$ cat src/rtl/avr_spi_pkg.sv
// Shared SPI types: control register layout, divider code, master transfer FSM states.
package avr_spi_pkg;

  localparam int HALF_W = 7;

  typedef struct packed {
    logic       spie;
    logic       spe;
    logic       dord;
    logic       mstr;
    logic       cpol;
    logic       cpha;
    logic [1:0] spr;
  } spcr_t;

  typedef logic [2:0] spi_div_t;

  typedef enum logic {
    MX_IDLE,
    MX_XFER
  } mxfer_state_t;

  // Half SCK period in core clocks for {spi2x, spr}.
  function automatic logic [HALF_W-1:0] half_period(input spi_div_t d);
    logic [HALF_W-1:0] h;
    case (d)
      3'b000:  h = 7'd2;
      3'b001:  h = 7'd8;
      3'b010:  h = 7'd32;
      3'b011:  h = 7'd64;
      3'b100:  h = 7'd1;
      3'b101:  h = 7'd4;
      3'b110:  h = 7'd16;
      default: h = 7'd32;
    endcase
    return h;
  endfunction

endpackage

$ cat src/rtl/avr_spi_mstr_xfer_if.sv
// Register-block side of the SPI master engine: control, SPDR write and status returns.
interface avr_spi_mstr_xfer_if;
  import avr_spi_pkg::*;

  spcr_t       core_spcr;
  logic        spi2x;
  logic        spdr_we;
  logic [7:0]  spdr_wdata;
  logic        busy;
  logic [7:0]  rdata;
  logic        xfer_done;
  logic        wcol;

  modport master (
    output core_spcr, spi2x, spdr_we, spdr_wdata,
    input  busy, rdata, xfer_done, wcol
  );

  modport slave (
    input  core_spcr, spi2x, spdr_we, spdr_wdata,
    output busy, rdata, xfer_done, wcol
  );

endinterface

$ cat src/rtl/avr_spi_mstr_clkdiv.sv
// Half-period counter: edge_tick fires every half_per cycles while run is high.
// Preloads half_per-1 while idle so the first tick lands half_per cycles after run rises.
module avr_spi_mstr_clkdiv #(
  parameter int DIVW = 7
) (
  input  logic            clk,
  input  logic            rst,
  input  logic            run,
  input  logic [DIVW-1:0] half_per,
  output logic            edge_tick
);

  logic [DIVW-1:0] cnt_q;

  always_ff @(posedge clk) begin
    if (rst || !run || cnt_q == '0) begin
      cnt_q <= half_per - DIVW'(1);
    end else begin
      cnt_q <= cnt_q - DIVW'(1);
    end
  end

  assign edge_tick = run && (cnt_q == '0);

endmodule

$ cat src/rtl/avr_spi_mstr_xfer.sv
// Master SPI byte engine: SCK generation, MOSI shift, MISO sample; one byte takes 16*H cycles.
// No backpressure: SPDR writes during a transfer are dropped and reported on wcol.
module avr_spi_mstr_xfer
  import avr_spi_pkg::*;
#(
  parameter int DIVW = 7
) (
  input  logic               clk,
  input  logic               rst,
  avr_spi_mstr_xfer_if.slave rb,
  input  logic               miso_i,
  output logic               sck_o,
  output logic               mosi_o
);

  mxfer_state_t    state_q, state_d;
  logic [3:0]      edge_cnt_q;
  logic [7:0]      shreg_q, shreg_nx, rdata_q;
  logic [DIVW-1:0] half_per;
  logic            enable, run, edge_tick;
  logic            start, finish, collide, sample, drive;
  logic            done_q, wcol_q;
  logic            unused_spie;

  assign enable      = rb.core_spcr.spe & rb.core_spcr.mstr;
  assign half_per    = DIVW'(half_period({rb.spi2x, rb.core_spcr.spr}));
  assign run         = (state_q == MX_XFER) && enable;
  assign unused_spie = rb.core_spcr.spie;

  avr_spi_mstr_clkdiv #(.DIVW(DIVW)) u_clkdiv (
    .clk      (clk),
    .rst      (rst),
    .run      (run),
    .half_per (half_per),
    .edge_tick(edge_tick)
  );

  always_ff @(posedge clk) begin
    if (rst) begin
      state_q <= MX_IDLE;
    end else begin
      state_q <= state_d;
    end
  end

  // A write landing on the completion cycle still sees XFER, so it collides.
  always_comb begin
    state_d = state_q;
    start   = 1'b0;
    finish  = 1'b0;
    collide = 1'b0;
    case (state_q)
      MX_IDLE: begin
        if (enable && rb.spdr_we) begin
          start   = 1'b1;
          state_d = MX_XFER;
        end
      end
      MX_XFER: begin
        if (!enable) begin
          state_d = MX_IDLE;
        end else begin
          collide = rb.spdr_we;
          if (edge_tick && edge_cnt_q == 4'd15) begin
            finish  = 1'b1;
            state_d = MX_IDLE;
          end
        end
      end
      default: state_d = MX_IDLE;
    endcase
  end

  // Even edge count = leading edge. cpha selects which edge samples; the other drives.
  always_comb begin
    sample   = edge_tick && (edge_cnt_q[0] == rb.core_spcr.cpha);
    drive    = edge_tick && (edge_cnt_q[0] != rb.core_spcr.cpha) && (edge_cnt_q != 4'd15);
    shreg_nx = shreg_q;
    if (sample) begin
      shreg_nx = rb.core_spcr.dord ? {miso_i, shreg_q[7:1]} : {shreg_q[6:0], miso_i};
    end
  end

  always_ff @(posedge clk) begin
    if (rst) begin
      shreg_q    <= 8'h00;
      edge_cnt_q <= 4'd0;
      rdata_q    <= 8'h00;
      sck_o      <= 1'b0;
      mosi_o     <= 1'b0;
      done_q     <= 1'b0;
      wcol_q     <= 1'b0;
    end else begin
      done_q <= finish;
      wcol_q <= collide;
      if (start) begin
        shreg_q    <= rb.spdr_wdata;
        edge_cnt_q <= 4'd0;
        if (!rb.core_spcr.cpha) begin
          mosi_o <= rb.core_spcr.dord ? rb.spdr_wdata[0] : rb.spdr_wdata[7];
        end
      end else if (edge_tick) begin
        edge_cnt_q <= edge_cnt_q + 4'd1;
        shreg_q    <= shreg_nx;
        if (drive) begin
          mosi_o <= rb.core_spcr.dord ? shreg_q[0] : shreg_q[7];
        end
      end
      if (finish) begin
        rdata_q <= shreg_nx;
      end
      if (state_d == MX_IDLE) begin
        sck_o <= rb.core_spcr.cpol;
      end else if (edge_tick) begin
        sck_o <= ~sck_o;
      end
    end
  end

  assign rb.busy      = (state_q == MX_XFER);
  assign rb.rdata     = rdata_q;
  assign rb.xfer_done = done_q;
  assign rb.wcol      = wcol_q;

endmodule

$ cat src/flat_wrapper.sv
// flat-port wrapper written by rule: the top's interface ports become plain ports
module avr_spi_mstr_xfer_flat import avr_spi_pkg::*;
#(
  parameter int DIVW = 7
)
  (clk, rst, miso_i, sck_o, mosi_o, rb_core_spcr, rb_spi2x, rb_spdr_we, rb_spdr_wdata, rb_busy, rb_rdata, rb_xfer_done, rb_wcol);
  avr_spi_mstr_xfer_if rb_i ();
  input  logic clk;
  input  logic rst;
  input  logic miso_i;
  output logic sck_o;
  output logic mosi_o;
  input wire logic [$bits(rb_i.core_spcr)-1:0] rb_core_spcr;
  input wire logic [$bits(rb_i.spi2x)-1:0] rb_spi2x;
  input wire logic [$bits(rb_i.spdr_we)-1:0] rb_spdr_we;
  input wire logic [$bits(rb_i.spdr_wdata)-1:0] rb_spdr_wdata;
  output wire logic [$bits(rb_i.busy)-1:0] rb_busy;
  output wire logic [$bits(rb_i.rdata)-1:0] rb_rdata;
  output wire logic [$bits(rb_i.xfer_done)-1:0] rb_xfer_done;
  output wire logic [$bits(rb_i.wcol)-1:0] rb_wcol;
  assign rb_i.core_spcr = rb_core_spcr;
  assign rb_i.spi2x = rb_spi2x;
  assign rb_i.spdr_we = rb_spdr_we;
  assign rb_i.spdr_wdata = rb_spdr_wdata;
  assign rb_busy = rb_i.busy;
  assign rb_rdata = rb_i.rdata;
  assign rb_xfer_done = rb_i.xfer_done;
  assign rb_wcol = rb_i.wcol;
  avr_spi_mstr_xfer #(.DIVW(DIVW)) u_core (.clk(clk), .rst(rst), .rb(rb_i), .miso_i(miso_i), .sck_o(sck_o), .mosi_o(mosi_o));
endmodule
$ cat config.mk
export PLATFORM = sky130hd
export DESIGN_NAME = avr_spi_mstr_xfer_flat
export DESIGN_NICKNAME = d
export VERILOG_FILES = /design/src/rtl/avr_spi_pkg.sv /design/src/rtl/avr_spi_mstr_xfer_if.sv /design/src/rtl/avr_spi_mstr_clkdiv.sv /design/src/rtl/avr_spi_mstr_xfer.sv /design/src/flat_wrapper.sv
export SDC_FILE = /design/constraint.sdc
export NUM_CORES = 1
export LEC_CHECK = 0
export ABC_AREA = 1
export BUFFER_PORTS_ARGS = -buffer_cell sky130_fd_sc_hd__buf_4
export CAP_MARGIN = 30
export CORE_ASPECT_RATIO = 1.5
export CORE_UTILIZATION = 38
export CTS_CLUSTER_SIZE = 12
export DETAILED_ROUTE_END_ITERATION = 7
export PLACE_DENSITY = 0.6
export SLEW_MARGIN = 20
export SYNTH_ARGS = -nofsm -noshare
export SYNTH_HDL_FRONTEND = slang
export SYNTH_SLANG_ARGS = --single-unit
$ cat constraint.sdc
create_clock -name clk -period 5.1 [get_ports clk]
set_clock_uncertainty 0.2 [all_clocks]
set_input_delay 0.255 -clock clk [delete_from_list [all_inputs] [get_ports clk]]
set_output_delay 0.255 -clock clk [all_outputs]
set_load 0.01 [all_outputs]
# After elaboration in Yosys (flattened, before gate mapping)
# Cells that the tools add are included.
totals:
  output_inout_bits: 13
  elab_cells: 66
  inputBits: 21
  regBits: 32
op_classes:
  bitwise_logic: 4
  n_addsub: 3
  eq_ne: 11
  reduce_logical: 17
  muxes: 22
ops:
  columns: ["cell", "count"]
  rows:
  - ["$pmux 7 s6", 1]
  - ["$mux 8", 4]
  - ["$mux 1", 15]
  - ["$sub 7x1->7 const B", 2]
  - ["$eq 3x3->1 const B", 3]
  - ["$logic_and 1x1->1", 7]
  - ["$logic_not 7->1", 1]
  - ["$mux 7", 1]
  - ["$add 4x1->4 const B", 1]
  - ["$eq 4x4->1 const B", 1]
  - ["$ne 2x2->1 const B", 2]
  - ["$ne 4x4->1 const B", 1]
  - ["$reduce_bool 2->1", 2]
  - ["$eq 3x1->1 const B", 1]
  - ["$eq 3x2->1 const B", 1]
  - ["$logic_not 3->1", 1]
  - ["$not 1->1", 3]
  - ["$reduce_and 3->1", 1]
  - ["$reduce_or 3->1", 1]
  - ["$logic_or 1x1->1", 2]
  - ["$pmux 1 s2", 1]
  - ["$reduce_or 2->1", 1]
  - ["$and 1x1->1", 1]
  - ["$eq 1x1->1", 1]
  - ["other kinds (2)", 2]

# Depth between registers and ports, before layout
depth:
  word_depth: 8
  ltp_mapped: 11

# Cells and area by module
# A second synthesis with hierarchy kept.
unflattened:
  hier_cells: 313
  hier_area_um2: 1953.1
by_module_without_submodules:
  columns: ["mod", "area_per_inst_um2", "seq_area_each_um2", "n_inst", "cells_per_inst"]
  rows:
  - ["avr_spi_mstr_xfer", 1427.6, 500.5, 1, 231]
  - ["avr_spi_mstr_clkdiv", 525.5, 140.1, 1, 82]

# Worst setup path before layout
# OpenSTA, ideal clock, no wires.
synth_timing:
  path_type: "register -> register"
  from: "register u_core.state_q, in the netlist u_core.rb.busy"
  to: "register u_core.u_clkdiv.cnt_q[4]"
  setup_slack_ns: 3.131
  t_arrival_ns: 1.650
  t_required_ns: 4.781
  path_stages_with_launch: 10
  path_cell_list: "dfxtp_1 nand3_2 nor2_4 o21ai_2 buf_6 o21ai_2 ha_1 inv_1 o21ai_0 nand2_1"
synth_between:
  elab_chain_len: 5
synth_lines:
  columns: ["item", "line", "text"]
  rows:
  - ["start: declaration", "avr_spi_mstr_xfer.sv:16", "mxfer_state_t state_q, state_d;"]
  - ["start signal: assignment", "avr_spi_mstr_xfer.sv:42", "state_q <= state_d;"]
  - ["$logic_and 1x1->1", "avr_spi_mstr_xfer.sv:27", "assign run = (state_q == MX_XFER) && enable;"]
  - ["$logic_not 1->1", "avr_spi_mstr_clkdiv.sv:16", "if (rst || !run || cnt_q == '0) begin"]
  - ["$logic_or 1x1->1 (2 in series)", "avr_spi_mstr_clkdiv.sv:16", null]
  - ["$mux 7", "avr_spi_mstr_clkdiv.sv:16", null]
  - ["end signal: assignment", "avr_spi_mstr_clkdiv.sv:17", "cnt_q <= half_per - DIVW'(1);"]
  - ["end signal: assignment", "avr_spi_mstr_clkdiv.sv:19", "cnt_q <= cnt_q - DIVW'(1);"]
  - ["end: declaration", "avr_spi_mstr_clkdiv.sv:13", "logic [DIVW-1:0] cnt_q;"]
# No other way between the ends.
# A chain may end at the register's enable or synchronous reset.

# Worst setup path after layout
layout_timing:
  from: "register u_core.u_clkdiv.cnt_q[0]"
  to: "register u_core.u_clkdiv.cnt_q[4]"
layout_between:
  elab_chain_len: 3
  word_cells_on_any_way: 4
layout_lines:
  columns: ["item", "line"]
  rows:
  - ["parallel branches: the longest is 2 deep, another holds $sub 7x1->7", null]
  - ["$mux 7 *", "avr_spi_mstr_clkdiv.sv:16"]
# Every way passes the cells marked *.

==> results by group <==
Clock network
  • Inserted Clock Buffers: 5
  • Hold Buf Count CTS: 0
  • Latest clock arrival within the worst-skew pair: 0.28 ns
  • CTS root buf: clkbuf_8
  • CTS resizes: 0
  • CTS tree: yes
  • CTS H-Tree Depth: 2
  • Post-CTS setup buffer count: 0
  • Worst-path clk slew: 0.07 ns
  • Bufs on Longest Clock Path: 2
  • # clock sinks: 32

Floorplanning
  • Number of I/O pins: 34
  • Row cnt: 30
  • Initial Utilization: 40.11%
  • Die area: 0.005121 mm2
  • Die W: 58.77 um
  • Core area: 0.004579 mm2
  • Die Y: 87.15 um

Detailed routing
  • Post-route ant nets: 0
  • DRC: 0
  • Detailed-route wire length per cell: 11.61 um
  • 1st-iter DRT viols: 86
  • Drt pass-1 iters: 4
  • Average vias per placed instance: 4.817
  • Via count: 1845
  • WL final: 4448 um

Synthesis
  • Yosys cell types: 28
  • Post-synth top area share: 34.88%
  • Cell with the most instances after synthesis: nand2_1
  • Post-Syn Area: 0.001837 mm2
  • FFs w/ async S/R, synth: 0%
  • Sequential share of the synthesized area: 34.88%
  • Net count after synthesis: 309
  • Post-synth EDFFs: 0
  • Cell taking the most area after synthesis: dfxtp_1
  • Main synth FF type: dfxtp_1
  • Synth warn: 0
  • Synthesized area per cell: 6.422 um2
  • Commonest cells in the netlist: nand2_1 (89), inv_1 (36), nand3_1 (36)
  • Yosys reg bits: 32
  • Area contributors post-synth: dfxtp_1 (35%), nand2_1 (18%), nand3_1 (9.8%), inv_1 (7.4%), a21oi_1 (5.2%)
  • Synthesized instance count: 286

Finish
  • Share of layout cells above drive strength 1: 18.18%
  • Non-filler cells, final: 383
  • Ant. Diodes: 0
  • # fillers: 503
  • Layout Utilization: 48.63%
  • Area taken by multi-input logic gates: 0.001001 mm2
  • Area Growth Syn to Fin: 21.25%
  • Final net count: 341
  • Sequential Area: 640.6 um2

Timing
  • Period utilisation layout: 43.70%
  • Setup_tns: 0 ns
  • Final Critical Period: 2.229 ns
  • Setup violations, final: 0
  • Setup repair after global routing missed its margin: false
  • Worst slew pin tran: 0.7984 ns
  • Relative slew slack: 46.48%
  • Final Max Slew Viols: 0
  • Setup WS post-layout: 2.871 ns
  • Final hold vios: 0
  • Fmax: 448.7 MHz

Global routing
  • Congestion Overflow GR: 0
  • Pin count of the biggest net entering global routing: 20
  • Initial antenna violation count: 0
  • GR Util All Layers: 18.86%
  • Number of global-route vias before repair: 1677
  • Global-route wire length before repair: 7127 um

Power and ir drop
  • Comb power frac: 12.3%
  • Final Power: 0.5854 mW
  • Clk pwr share: 42.1%
  • Internal: 0.4340 mW
  • Sw Share: 25.86%
  • Sequential share of power: 45.7%
  • Leak pwr: 1.093 nW
  • Pwr dens: 262.8 mW/mm2
  • VDD IR max: 0.0001639 V
  • NetSw: 0.1514 mW

Placed design
  • Dpl cells: 374
  • Routability congestion estimate: 0.8517
  • Place WS: 2.866 ns
  • Port Buffers: 32
  • DP Wirelength: 3433 um

Run status
  • Outcome: completed

Critical path
  • Crit Path Max Fanout: 11
  • Critical path class: register to register
  • WP data required: 5.08 ns
  • Worst endpoint data arrival time: 2.21 ns
  • Worst setup EP type: register
  • Cell count of the worst reg-to-reg path: 9
  • CP startpoint kind: register

Min path
  • Worst min path class: input port to register
  • Hold-critical path depth: 3

Flow run
  • Maxcap violations: 0
-- final timing paths --
check,startpoint,endpoint,slack (ns)
setup / recovery,u_core.u_clkdiv.cnt_q[0],u_core.u_clkdiv.cnt_q[4],2.87
hold / removal,rb_spdr_wdata[2],u_core.shreg_q[2],0.02
setup reg to reg,u_core.u_clkdiv.cnt_q[0],u_core.u_clkdiv.cnt_q[4],2.87
hold reg to reg,u_core.rb.rdata[7],u_core.rb.rdata[7],0.27
-- flip-flops by register name, indices dropped and copies added, names as in the netlist, 4 cells and up --
| signal | cells |
|---|---|
| u_core.edge_cnt_q | 4 |
| u_core.u_clkdiv.cnt_q | 7 |
| u_core.shreg_q | 8 |
| u_core.rb.rdata | 8 |
-- per-stage QoR --
step	instance area [um2]	hold slack [ns]
2_1_floorplan	1837	0.2040
3_3_place_gp	2108	0.2544
3_5_place_dp	2108	0.2566
4_1_cts	2220	0.01527
5_1_grt	2227	0.03077
6_report	2227	0.02356
-- worst max-delay path: stages, from the launching register on --
cell,delay [ns]
dfxtp_1,0.35
nor2_1,0.11
nand2_1,0.09
o21ai_2,0.43
o21ai_0,0.20
o21ai_2,0.17
ha_1,0.27
inv_1,0.09
o21ai_0,0.16
nand2_1,0.06
-- cells in the final DEF, fill, tap and decap left out, types with 2 or more instances in the layout --
cell type / synthesis / layout
inv_2: 3 / 3
o21ai_2: 2 / 2
inv_1: 36 / 36
dfxtp_1: 32 / 32
o211ai_1: 4 / 4
buf_4: 0 / 32
or2_0: 2 / 2
nand2_2: 4 / 4
nor2_4: 3 / 3
clkbuf_8: 0 / 5
nor2_1: 21 / 21
nand2_1: 89 / 89
o21ai_0: 12 / 12
xor2_1: 3 / 3
nor3_1: 2 / 2
a21oi_1: 19 / 19
nand3_1: 36 / 36
ha_1: 2 / 2
-- area by class of cell --
type	instances	area share [%]
multi-input cells	207	44.94
clock inverters	3	1.910
clock buffers	5	3.090
flip-flops and latches	32	28.76
repair buffers	33	11.12
well taps	64	3.595
inverters	39	6.573
-- logic make-up after synthesis --
kind of cell	synth area share, %
simple gates	39.58
buf+inv	10.63
compound gates	11.04
flops	34.88
xor+xnor	1.908
fa+ha+maj	1.362
mux	0.6130
-- per-layer routing --
layer / part of all wire [%] / vias to the layer above / track usage [%]
li1: - / 970 / -
met2: 54 / 39 / 35.54
met5: 0 / - / 0
met1: 39 / 824 / 18.10
met4: 3.4 / 0 / 10.61
met3: 4.1 / 12 / 4.309
-- power groups by stage --
stage	sequential (mW)	clock [mW]	combinational [mW]
CTS	0.267	0.252	0.0716
finish	0.267	0.246	0.0718
global route	0.269	0.264	0.0818
floorplan	0.271	0	0.0466
global placement	0.273	0	0.0704
detailed placement	0.273	0	0.0711
No activity file was read; power rests on OpenSTA's default activity.
